--- src/rtl/skyline_layer.sv ---
// skyline_layer: per-pixel building silhouette for one parallax layer.
// Heights come from a 9-bit LFSR (x^9+x^5+1), one value per building column.
// A per-frame scroll phase shifts the pattern left by one pixel every
// SCROLL_DIV frames. hit/window are registered, one cycle after pix_en.
// Optional feature macro: SKYLINE_WINDOWS_EN (lit-window flag on 'window').
module skyline_layer #(
   parameter int         COL_W_LOG2 = 3,
   parameter int         SCROLL_DIV = 1,
   parameter logic [8:0] LFSR_SEED  = 9'h1ff,
   parameter int         ROOF_TOP   = 128
) (
   input  logic       clk,
   input  logic       rst,
   input  logic       line_start,
   input  logic       frame_start,
   input  logic       pix_en,
   input  logic [9:0] vcount,
   output logic       hit,
   output logic       window
);

   // A zero seed would lock the LFSR, so it is replaced by all-ones.
   localparam logic [8:0] SEED      = (LFSR_SEED == 9'd0) ? 9'h1ff : LFSR_SEED;
   localparam logic [7:0] DIV_LAST  = 8'(SCROLL_DIV - 1);
   localparam logic [9:0] ROOF_BASE = 10'(ROOF_TOP);

   function automatic logic [8:0] lfsr_step(input logic [8:0] l);
      return {l[7:0], l[8] ^ l[4]};
   endfunction

   // Frame snapshot: LFSR value and sub-column offset at the left edge.
   logic [8:0]            snap_lfsr_q, snap_lfsr_d;
   logic [COL_W_LOG2-1:0] snap_phase_q, snap_phase_d;
   logic [7:0]            div_cnt_q, div_cnt_d;
   // Line state: walks across the row one pixel at a time.
   logic [8:0]            lfsr_q, lfsr_d;
   logic [COL_W_LOG2-1:0] col_cnt_q, col_cnt_d;
   logic                  hit_q, hit_d;
   logic [9:0]            roof;

   // Roof row of the current building, from the pre-step LFSR value.
   always_comb begin
      roof = ROOF_BASE + {2'b00, lfsr_q[3:0], 4'b0000};
   end

   // Scroll update on frame_start; independent of any same-cycle line load.
   always_comb begin
      snap_lfsr_d  = snap_lfsr_q;
      snap_phase_d = snap_phase_q;
      div_cnt_d    = div_cnt_q;
      if (frame_start) begin
         if (div_cnt_q == DIV_LAST) begin
            div_cnt_d    = 8'd0;
            snap_phase_d = snap_phase_q + COL_W_LOG2'(1);
            // Phase wrapping means the whole column scrolled off the edge.
            if (&snap_phase_q)
               snap_lfsr_d = lfsr_step(snap_lfsr_q);
         end else begin
            div_cnt_d = div_cnt_q + 8'd1;
         end
      end
   end

   // Line walk: load from the (pre-update) snapshot, else advance per pixel.
   always_comb begin
      lfsr_d    = lfsr_q;
      col_cnt_d = col_cnt_q;
      if (line_start) begin
         lfsr_d    = snap_lfsr_q;
         col_cnt_d = snap_phase_q;
      end else if (pix_en) begin
         col_cnt_d = col_cnt_q + COL_W_LOG2'(1);
         if (&col_cnt_q)
            lfsr_d = lfsr_step(lfsr_q);
      end
   end

   // Coverage compare for the pixel presented this cycle.
   always_comb begin
      hit_d = pix_en && (vcount >= roof);
   end

   // All state flops, asynchronously reset to the seed / zero.
   always_ff @(posedge clk or posedge rst) begin
      if (rst) begin
         snap_lfsr_q  <= SEED;
         snap_phase_q <= '0;
         div_cnt_q    <= 8'd0;
         lfsr_q       <= SEED;
         col_cnt_q    <= '0;
         hit_q        <= 1'b0;
      end else begin
         snap_lfsr_q  <= snap_lfsr_d;
         snap_phase_q <= snap_phase_d;
         div_cnt_q    <= div_cnt_d;
         lfsr_q       <= lfsr_d;
         col_cnt_q    <= col_cnt_d;
         hit_q        <= hit_d;
      end
   end

   assign hit = hit_q;

`ifdef SKYLINE_WINDOWS_EN
   logic window_q, window_d;

   // Two-pixel window columns in alternate 4-row bands, 4 rows below roof.
   always_comb begin
      window_d = pix_en && (vcount >= (roof + 10'd4)) && lfsr_q[4]
                 && col_cnt_q[1] && vcount[2];
   end

   // Window flag register, aligned with hit.
   always_ff @(posedge clk or posedge rst) begin
      if (rst) window_q <= 1'b0;
      else     window_q <= window_d;
   end

   assign window = window_q;
`else
   assign window = 1'b0;
`endif

endmodule

--- config.mk ---
export PLATFORM = sky130hd
export DESIGN_NAME = skyline_layer
export DESIGN_NICKNAME = d
export VERILOG_FILES = /design/src/rtl/skyline_layer.sv
export SDC_FILE = /design/constraint.sdc
export NUM_CORES = 1
export LEC_CHECK = 0
export ABC_AREA = 1
export CORE_MARGIN = 4
export CORE_UTILIZATION = 60
export CTS_BUF_LIST = sky130_fd_sc_hd__clkbuf_16
export CTS_CLUSTER_DIAMETER = 40
export DETAILED_ROUTE_END_ITERATION = 7
export GPL_ROUTABILITY_DRIVEN = 0
export GPL_TIMING_DRIVEN = 0
export PLACE_DENSITY = 0.81
export SETUP_SLACK_MARGIN = 0.4
export SLEW_MARGIN = 5
export SYNTH_ARGS = -nofsm -noshare
export SYNTH_HDL_FRONTEND = slang
export SYNTH_SLANG_ARGS = --single-unit
--- constraint.sdc ---
create_clock -name clk -period 2.32 [get_ports clk]
set_clock_uncertainty 0.15 [all_clocks]
set_input_delay 0.232 -clock clk [delete_from_list [all_inputs] [get_ports clk]]
set_output_delay 0.232 -clock clk [all_outputs]
set_load 0.05 [all_outputs]
# Word-level counts from Yosys, hierarchy flattened
# Index checks and enable logic that the tools add are counted.
# totals
register_bits	33
inputBits	15
out_inout_bits	2
word_cells	27
# classes
n_addsub	4
magnitude_cmp	1
n_mux	6
bitwise_logic	2
reduce_logical	8
# op_table
cell	n
two-way mux 9 bit	3
>= comparator 10 x 9 -> 1 bit	1
adder 8 x 8 -> 9 bit (first input constant)	1
adder 8 x 1 -> 8 bit (second input constant)	1
zero test 8 bit	1
two-way mux 8 bit	1
adder 3 x 1 -> 3 bit (second input constant)	2
two-way mux 3 bit	2
AND reduction 5 bit	1
AND reduction 2 bit	2
nonzero test 2 bit	2
AND reduction 3 bit	1
bitwise XOR 1 bit	2
logical AND 1 bit	1

# Logic depth before layout (Yosys ltp)
# Gate-level depths: netlist of the first run.
# logic_depth
word_depth	4
ltp_mapped	8
depth_no_buf	8

# Least setup slack after synthesis of the first run
# No wires, ideal clock.
# synth_path
path_type	flip-flop to flip-flop
start	reg lfsr_q[3]
end	reg hit_q, in the netlist hit
setup_time_ns	0.077
arrival_ns	1.267
required_ns	2.093
setup_slack_ns	0.826
stages_incl_launch_ff	9
n_path_buf	0
synth_period_minus_slack_ns	1.494
cell_sequence	dfstp_2 > inv_1 > ha_1 > inv_1 > nor2_1 > nand2_1 > nor2_1 > nor2_1 > a21oi_1
# synth_between
elab_chain_cells	3
# synth_rtl
item	line_no	source
from (decl)	36	logic [8:0] lfsr_q, lfsr_d;
from (signal assigned)	96	lfsr_q <= lfsr_d;
adder 8 x 8 -> 9 bit	43	roof = ROOF_BASE + {2'b00, lfsr_q[3:0], 4'b0000};
>= comparator 10 x 9 -> 1 bit	80	hit_d = pix_en && (vcount >= roof);
logical AND 1 bit	80	
named net hit_d	38	logic hit_q, hit_d;
to (signal assigned)	98	hit_q <= hit_d;
to (decl)	38	
# The timed path passes the listed nets, and every way through them passes these cells.
# A chain may end at the register's enable or synchronous reset.

# Worst setup path in the final report of the first run
# layout_path
start	reg hit_q, in the netlist hit
end	out hit
# layout_lines
item	line_no	source
to (decl)	18	output logic hit,
# No word-level cell between the ends.

==> flow_metrics.env, run 1 <==
export IMPL_cap_violations=0
export IMPL_place_port_buffers=14
export IMPL_antenna_found_initial=0
export IMPL_hold_ws_ns=0.215
export IMPL_initial_core_util=0.636
export IMPL_cp_arrival_ns=1.39
export IMPL_viasPerCell=5.43
export IMPL_syn2layout_area_growth_pct=18.0
export IMPL_ys_top_cells_by_area="dfstp_2 (27%), dfrtp_1 (21%), nand2_1 (12%)"
export IMPL_synth_edf_count=0
export IMPL_wl_per_cell_um=13.1
export IMPL_slew_violations=0
export IMPL_synth_cell_types=29
export IMPL_regArea_sq_um=848
export IMPL_core_area_sq_mm=0.00281
export IMPL_postRouteAntennaNets=0
export IMPL_path_clk_slew_ns=0.05
export IMPL_fin_nets=262
export IMPL_r2r_setup_slack_ns=0.66
export IMPL_drc=0
export IMPL_setup_viol=0
export IMPL_clock_sink_count=33
export IMPL_syn_inst=216
export IMPL_utilization=0.750
export IMPL_drt_initial_drc_count=53
export IMPL_die_h_um=62.5
export IMPL_hold_buffers=0
export IMPL_diodes=0
export IMPL_max_freq_ghz=0.565
export IMPL_grt_max_degree=34
export IMPL_die_x_um=62.5
export IMPL_crit_end="hit"
export IMPL_drive_gt1_frac=0.155
export IMPL_grt_overflow=0
export IMPL_yosys_most_used_dff="dfstp_2"
export IMPL_synthesis_nets=241
export IMPL_path_buf_inv=1
export IMPL_fin_crit_sh=0.763
export IMPL_end_kind="output pin"
export IMPL_grt_pass1_wl_um=6630
export IMPL_synthDominantCellAreaShare=0.265
export IMPL_vias=1462
export IMPL_status="finished clean"
export IMPL_rr_worst_depth=7
export IMPL_rsz0062_at_grt="false"
export IMPL_multi_input_comb_area_sq_um=787
export IMPL_cts_resized=0
export IMPL_rows=19
export IMPL_slowest_delay_ns=0.80
export IMPL_ir_drop_v=0.000785
export IMPL_cts_setup_buffers=0
export IMPL_hp_class="in -> async"
export IMPL_tns_ns=0
export IMPL_cts_tree="built"
export IMPL_yosys_area_top_type="dfstp_2"
export IMPL_r2r_end="lfsr_q[5]"
export IMPL_placed_cell_area_sq_mm=0.00196
export IMPL_yosysWarnings=0
export IMPL_leakage_uw=0.000995
export IMPL_crit_chain="clkdlybuf4s50_1"
export IMPL_p_per_area_mw_per_mm2=735
export IMPL_io_pins=17
export IMPL_cp_required_ns=1.94
export IMPL_async_reset_ff_frac=1.00
export IMPL_dp_hpwl_um=2590
export IMPL_htree_levels=2
export IMPL_crit_type="reg -> out"
export IMPL_path_depth=1
export IMPL_period_minus_slack_ns=1.77
export IMPL_synth_avg_cell_area_sq_um=8.26
export IMPL_worstMarginPinSlew_ns=0.645
export IMPL_crit_fanout=1
export IMPL_dr_pass1_iters=4
export IMPL_clock_latency_ns=0.28
export IMPL_timing_critical_path_from="hit"
export IMPL_r2r_start="col_cnt_q[0]"
export IMPL_stdcell_area_sq_mm=0.00210
export IMPL_path_delay_family="buffers and inverters"
export IMPL_grtUsageTotal=0.212
export IMPL_clockBufferDepth=2
export IMPL_ys_ff_latch=33
export IMPL_yosysSeqAreaShare=0.475
export IMPL_root_buffer="clkbuf_16"
export IMPL_cp_slowest_cell="clkdlybuf4s50_1"
export IMPL_grt_pass1_vias=1471
export IMPL_routed_wirelength_um=3510
export IMPL_finalHoldViolCount=0
export IMPL_nFillCells=204
export IMPL_synth_area_sq_mm=0.00178
export IMPL_max_slew_margin=0.569
export IMPL_die_area_sq_mm=0.00391
export IMPL_cts_buffers=5
export IMPL_start_kind="flop"
-- registers in the layout, indices dropped and copies added (netlist names) --
signal / count
hit: 1
div_cnt_q: 8
col_cnt_q: 3
lfsr_q: 9
snap_phase_q: 3
snap_lfsr_q: 9
-- layer usage --
layer,vias up,track usage,part of all wire
met2,37,0.350,0.52
met1,682,0.256,0.41
li1,734,-,-
met3,9,0.0755,0.055
met4,0,0.0716,0.020
met5,-,0,0
-- cell families (layout without fill, tap and decap cells) --
logic type	Yosys count	count (layout)	synth area share
AOI/OAI and AO/OA	28	28	0.0919
xor gates and xnor gates	6	6	0.0295
adders and majority gates	10	10	0.0701
buffers and inverters	36	58	0.0834
DFF	33	33	0.475
other	1	1	0.00210
and+or+nand+nor	102	102	0.248
-- final cells by class --
| cell class | count | area share |
|---|---|---|
| Sequential cell | 33 | 0.403 |
| Buffer | 5 | 0.0155 |
| Multi-Input combinational cell | 147 | 0.374 |
| Timing Repair Buffer | 14 | 0.0666 |
| Clock buffer | 5 | 0.0595 |
| Clock inverter | 3 | 0.00773 |
| Inverter | 31 | 0.0553 |
| Tap cell | 31 | 0.0184 |
-- cell usage after synthesis (2+ instances only) --
cell and number:
nand2_1 58, inv_1 30, dfstp_2 18, nor2_1 18, dfrtp_1 15, nand3_1 14
ha_1 10, o21ai_0 10, a21oi_1 8, nand4_1 4, nor3_1 4, xnor2_1 4
a22oi_1 3, buf_4 3, o22ai_1 2, xor2_1 2
-- per-stage QoR --
stage	std cells	setup slack, ns	power (uW)
after floorplan	216	0.826	846
after global placement	261	0.533	905
after detailed placement	261	0.484	925
after CTS	269	0.537	1550
after global routing	269	0.475	1630
final	269	0.549	1550
-- worst min path at each step --
stage / from / end / depth (start not counted)
6_report: rst / snap_phase_q[0] / 2
5_1_grt: line_start / lfsr_q[8] / 3
4_1_cts: line_start / lfsr_q[8] / 3
3_5_place_dp: snap_lfsr_q[3] / snap_lfsr_q[3] / 2
3_3_place_gp: snap_lfsr_q[2] / snap_lfsr_q[2] / 2
2_1_floorplan: rst / col_cnt_q[0] / 1
-- where the power goes --
group	switching, uW	internal [uW]
Sequential	61.1	629
Clock	236	393
Combinational	130	98.5
Total	427	1120
-- cells in the final DEF (no fill, tap or decap), types with 2 or more instances in the layout --
cell,count
dfstp_2,18
xor2_1,2
a21oi_1,8
xnor2_1,4
nand4_1,4
nor3_1,4
nor2_1,18
a22oi_1,3
inv_1,29
inv_2,2
clkdlybuf4s50_1,14
o22ai_1,2
nand3_1,14
dfrtp_1,15
buf_4,3
clkinv_2,2
o21ai_0,10
clkbuf_16,5
nand2_1,58
ha_1,10
No activity file was read; power rests on OpenSTA's default activity.
==> run 2, diff against run 1 <==
--- a/config.mk
+++ b/config.mk
@@ -7,13 +7,13 @@
 export LEC_CHECK = 0
 export ABC_AREA = 1
 export CORE_MARGIN = 4
-export CORE_UTILIZATION = 60
+export CORE_UTILIZATION = 51
 export CTS_BUF_LIST = sky130_fd_sc_hd__clkbuf_16
 export CTS_CLUSTER_DIAMETER = 40
 export DETAILED_ROUTE_END_ITERATION = 7
 export GPL_ROUTABILITY_DRIVEN = 0
 export GPL_TIMING_DRIVEN = 0
-export PLACE_DENSITY = 0.81
+export PLACE_DENSITY = 0.73
 export SETUP_SLACK_MARGIN = 0.4
 export SLEW_MARGIN = 5
 export SYNTH_ARGS = -nofsm -noshare
==> constraint.sdc (replaced) <==
create_clock -name clk -period 1.6 [get_ports clk]
set_clock_uncertainty 0.15 [all_clocks]
set_input_delay 0.16 -clock clk [delete_from_list [all_inputs] [get_ports clk]]
set_output_delay 0.16 -clock clk [all_outputs]
set_load 0.05 [all_outputs]
==> run 2 against run 1 <==
Power up 57%. Die area increased by 15%. First-iteration DRC count grew 58%.
==> flow_metrics.env, run 2 (synthesis gave the netlist of run 1 again) <==
export IMPL_worstMarginPinSlew_ns=0.704
export IMPL_finalHoldViolCount=0
export IMPL_power_total_uw=2420
export IMPL_p_sw_frac=0.289
export IMPL_dp_hpwl_um=2530
export IMPL_wl_met3_um=189
export IMPL_cts_tree="built"
export IMPL_slew_violations=0
export IMPL_p_int_uw=1720
export IMPL_hold_buffers=0
export IMPL_cp_required_ns=1.65
export IMPL_wl_met1_um=1830
export IMPL_rows=21
export IMPL_initial_core_util=0.531
export IMPL_top_layer_used="met4"
export IMPL_wl_per_cell_um=13.7
export IMPL_fin_nets=276
export IMPL_grt_pass1_vias=1552
export IMPL_cp_arrival_ns=1.58
export IMPL_crit_fanout=3
export IMPL_utilization=0.733
export IMPL_die_h_um=67.1
export IMPL_max_freq_ghz=0.655
export IMPL_start_kind="flop"
export IMPL_period_minus_slack_ns=1.53
export IMPL_cap_violations=0
export IMPL_die_area_sq_mm=0.00451
export IMPL_drive_gt1_frac=0.369
export IMPL_grtUsageTotal=0.207
export IMPL_clockBufferDepth=2
export IMPL_ir_drop_v=0.000691
export IMPL_final_cell_mix="nand2_1 (45), inv_1 (21), dfstp_2 (18)"
export IMPL_top_regs="lfsr_q (9), snap_lfsr_q (9), div_cnt_q (8)"
export IMPL_grt_overflow=0
export IMPL_crit_type="reg -> reg"
export IMPL_dr_pass1_iters=4
export IMPL_slowest_delay_ns=0.54
export IMPL_clock_sink_count=33
export IMPL_root_buffer="clkbuf_16"
export IMPL_cp_slowest_cell="dfstp_2"
export IMPL_layout_commonest_cell="nand2_1"
export IMPL_vias=1511
export IMPL_grt_pass1_wl_um=6900
export IMPL_drt_initial_drc_count=84
export IMPL_syn2layout_area_growth_pct=38.2
export IMPL_viasPerCell=5.07
export IMPL_grt_max_degree=34
export IMPL_p_per_area_mw_per_mm2=983
export IMPL_path_clk_slew_ns=0.05
export IMPL_place_port_buffers=14
export IMPL_switching_power_uw=699
export IMPL_hp_class="in -> reg"
export IMPL_crit_chain="inv_2, ha_4, inv_2, nor2_4, nand2_1, nor2_1, nor2_1, a21oi_1"
export IMPL_fin_ws_ns=0.0730
export IMPL_status="finished clean"
export IMPL_clkPwrFrac=0.370
export IMPL_htree_levels=2
export IMPL_clock_latency_ns=0.27
export IMPL_hold_ws_ns=0.140
export IMPL_tns_ns=0
export IMPL_max_slew_margin=0.530
export IMPL_setup_viol=0
export IMPL_core_area_sq_mm=0.00336
export IMPL_drc=0
export IMPL_io_pins=17
export IMPL_place_ws_ns=-0.219
export IMPL_postRouteAntennaNets=0
export IMPL_diodes=0
export IMPL_die_x_um=67.1
export IMPL_routed_wirelength_um=4090
export IMPL_end_kind="flop"
export IMPL_leakage_uw=0.00110
export IMPL_p_comb_frac=0.215
export IMPL_nFillCells=260
export IMPL_pwr_share_seq=0.414
export IMPL_fin_crit_sh=0.954
export IMPL_dr_wl_met2_um=1990
export IMPL_antenna_found_initial=0
export IMPL_rsz0062_at_grt="true"
export IMPL_cts_buffers=5
[run 2: changes by cell type in the layout (fill, tap and decap cells not counted), moves of 4 or more]
| cell | change |
|---|---|
| ha_1 | -5 |
| ha_4 | +4 |
| o21ai_0 | -10 |
| inv_1 | -8 |
| o21ai_1 | +8 |
| nand2_4 | +5 |
| buf_6 | +5 |
| nand2_2 | +8 |
| buf_4 | +6 |
| nand2_1 | -13 |
| inv_2 | +5 |
[run 2: area by class of cell]
class	count	area [sq um]	area share
multi-input cells	148	1000	0.407
flip-flops and latches	33	848	0.344
repair buffers	27	254	0.103
clock buffers	5	125	0.0507
inverters	31	125	0.0507
well taps	46	57.6	0.0233
plain buffers	5	40.0	0.0162
clock inverters	3	12.5	0.00507
[run 2: what timing repair did]
| action | 4_1_cts | 5_1_grt |
|---|---|---|
| setup buffers | 11 | 1 |
| cloned | 2 | 0 |
| pin swaps | 21 | 7 |
| hold endpoints to repair | 0 | 0 |
| endpoints found under the setup margin | 64 | 33 |
| resized for setup | 37 | 9 |
[run 2: path summary, 6_finish.rpt]
check / start / to / cells past startpoint / slack [ns]
max in group asynchronous: rst / snap_lfsr_q[2] / 2 / 0.71
worst min-delay path: line_start / lfsr_q[2] / 4 / 0.14
worst min register to register: lfsr_q[1] / lfsr_q[1] / 2 / 0.32
min in group asynchronous: rst / snap_phase_q[0] / 2 / 0.20
worst max register to register: lfsr_q[3] / hit / 8 / 0.07
worst max-delay path: lfsr_q[3] / hit / 8 / 0.07
[run 2: critical path: cells and delay by family (launching register included)]
kind / cells / cell delay (ns)
simple gates: 4 / 0.30
compound gates: 1 / 0.11
flops: 1 / 0.54
buf+inv: 2 / 0.09
fa+ha+maj: 1 / 0.26
[run 2: through the flow]
| step | cells | area, sq um |
|---|---|---|
| 2_1_floorplan | 216 | 1860 |
| 3_3_place_gp | 276 | 2050 |
| 3_5_place_dp | 276 | 2050 |
| 4_1_cts | 297 | 2430 |
| 5_1_grt | 298 | 2470 |
| 6_report | 298 | 2470 |
[run 2: layer usage]
layer	track usage	vias up
met5	0	-
met1	0.259	707
met3	0.0616	9
li1	-	760
met4	0.0962	0
met2	0.328	35
[run 2: power groups by stage]
stage	Sequential, uW	Clock, uW	Combinational [uW]
CTS	1000	919	504
detailed placement	1010	0	362
global route	1020	965	580
floorplan	997	0	272
global placement	1010	0	353
finish	1000	898	522
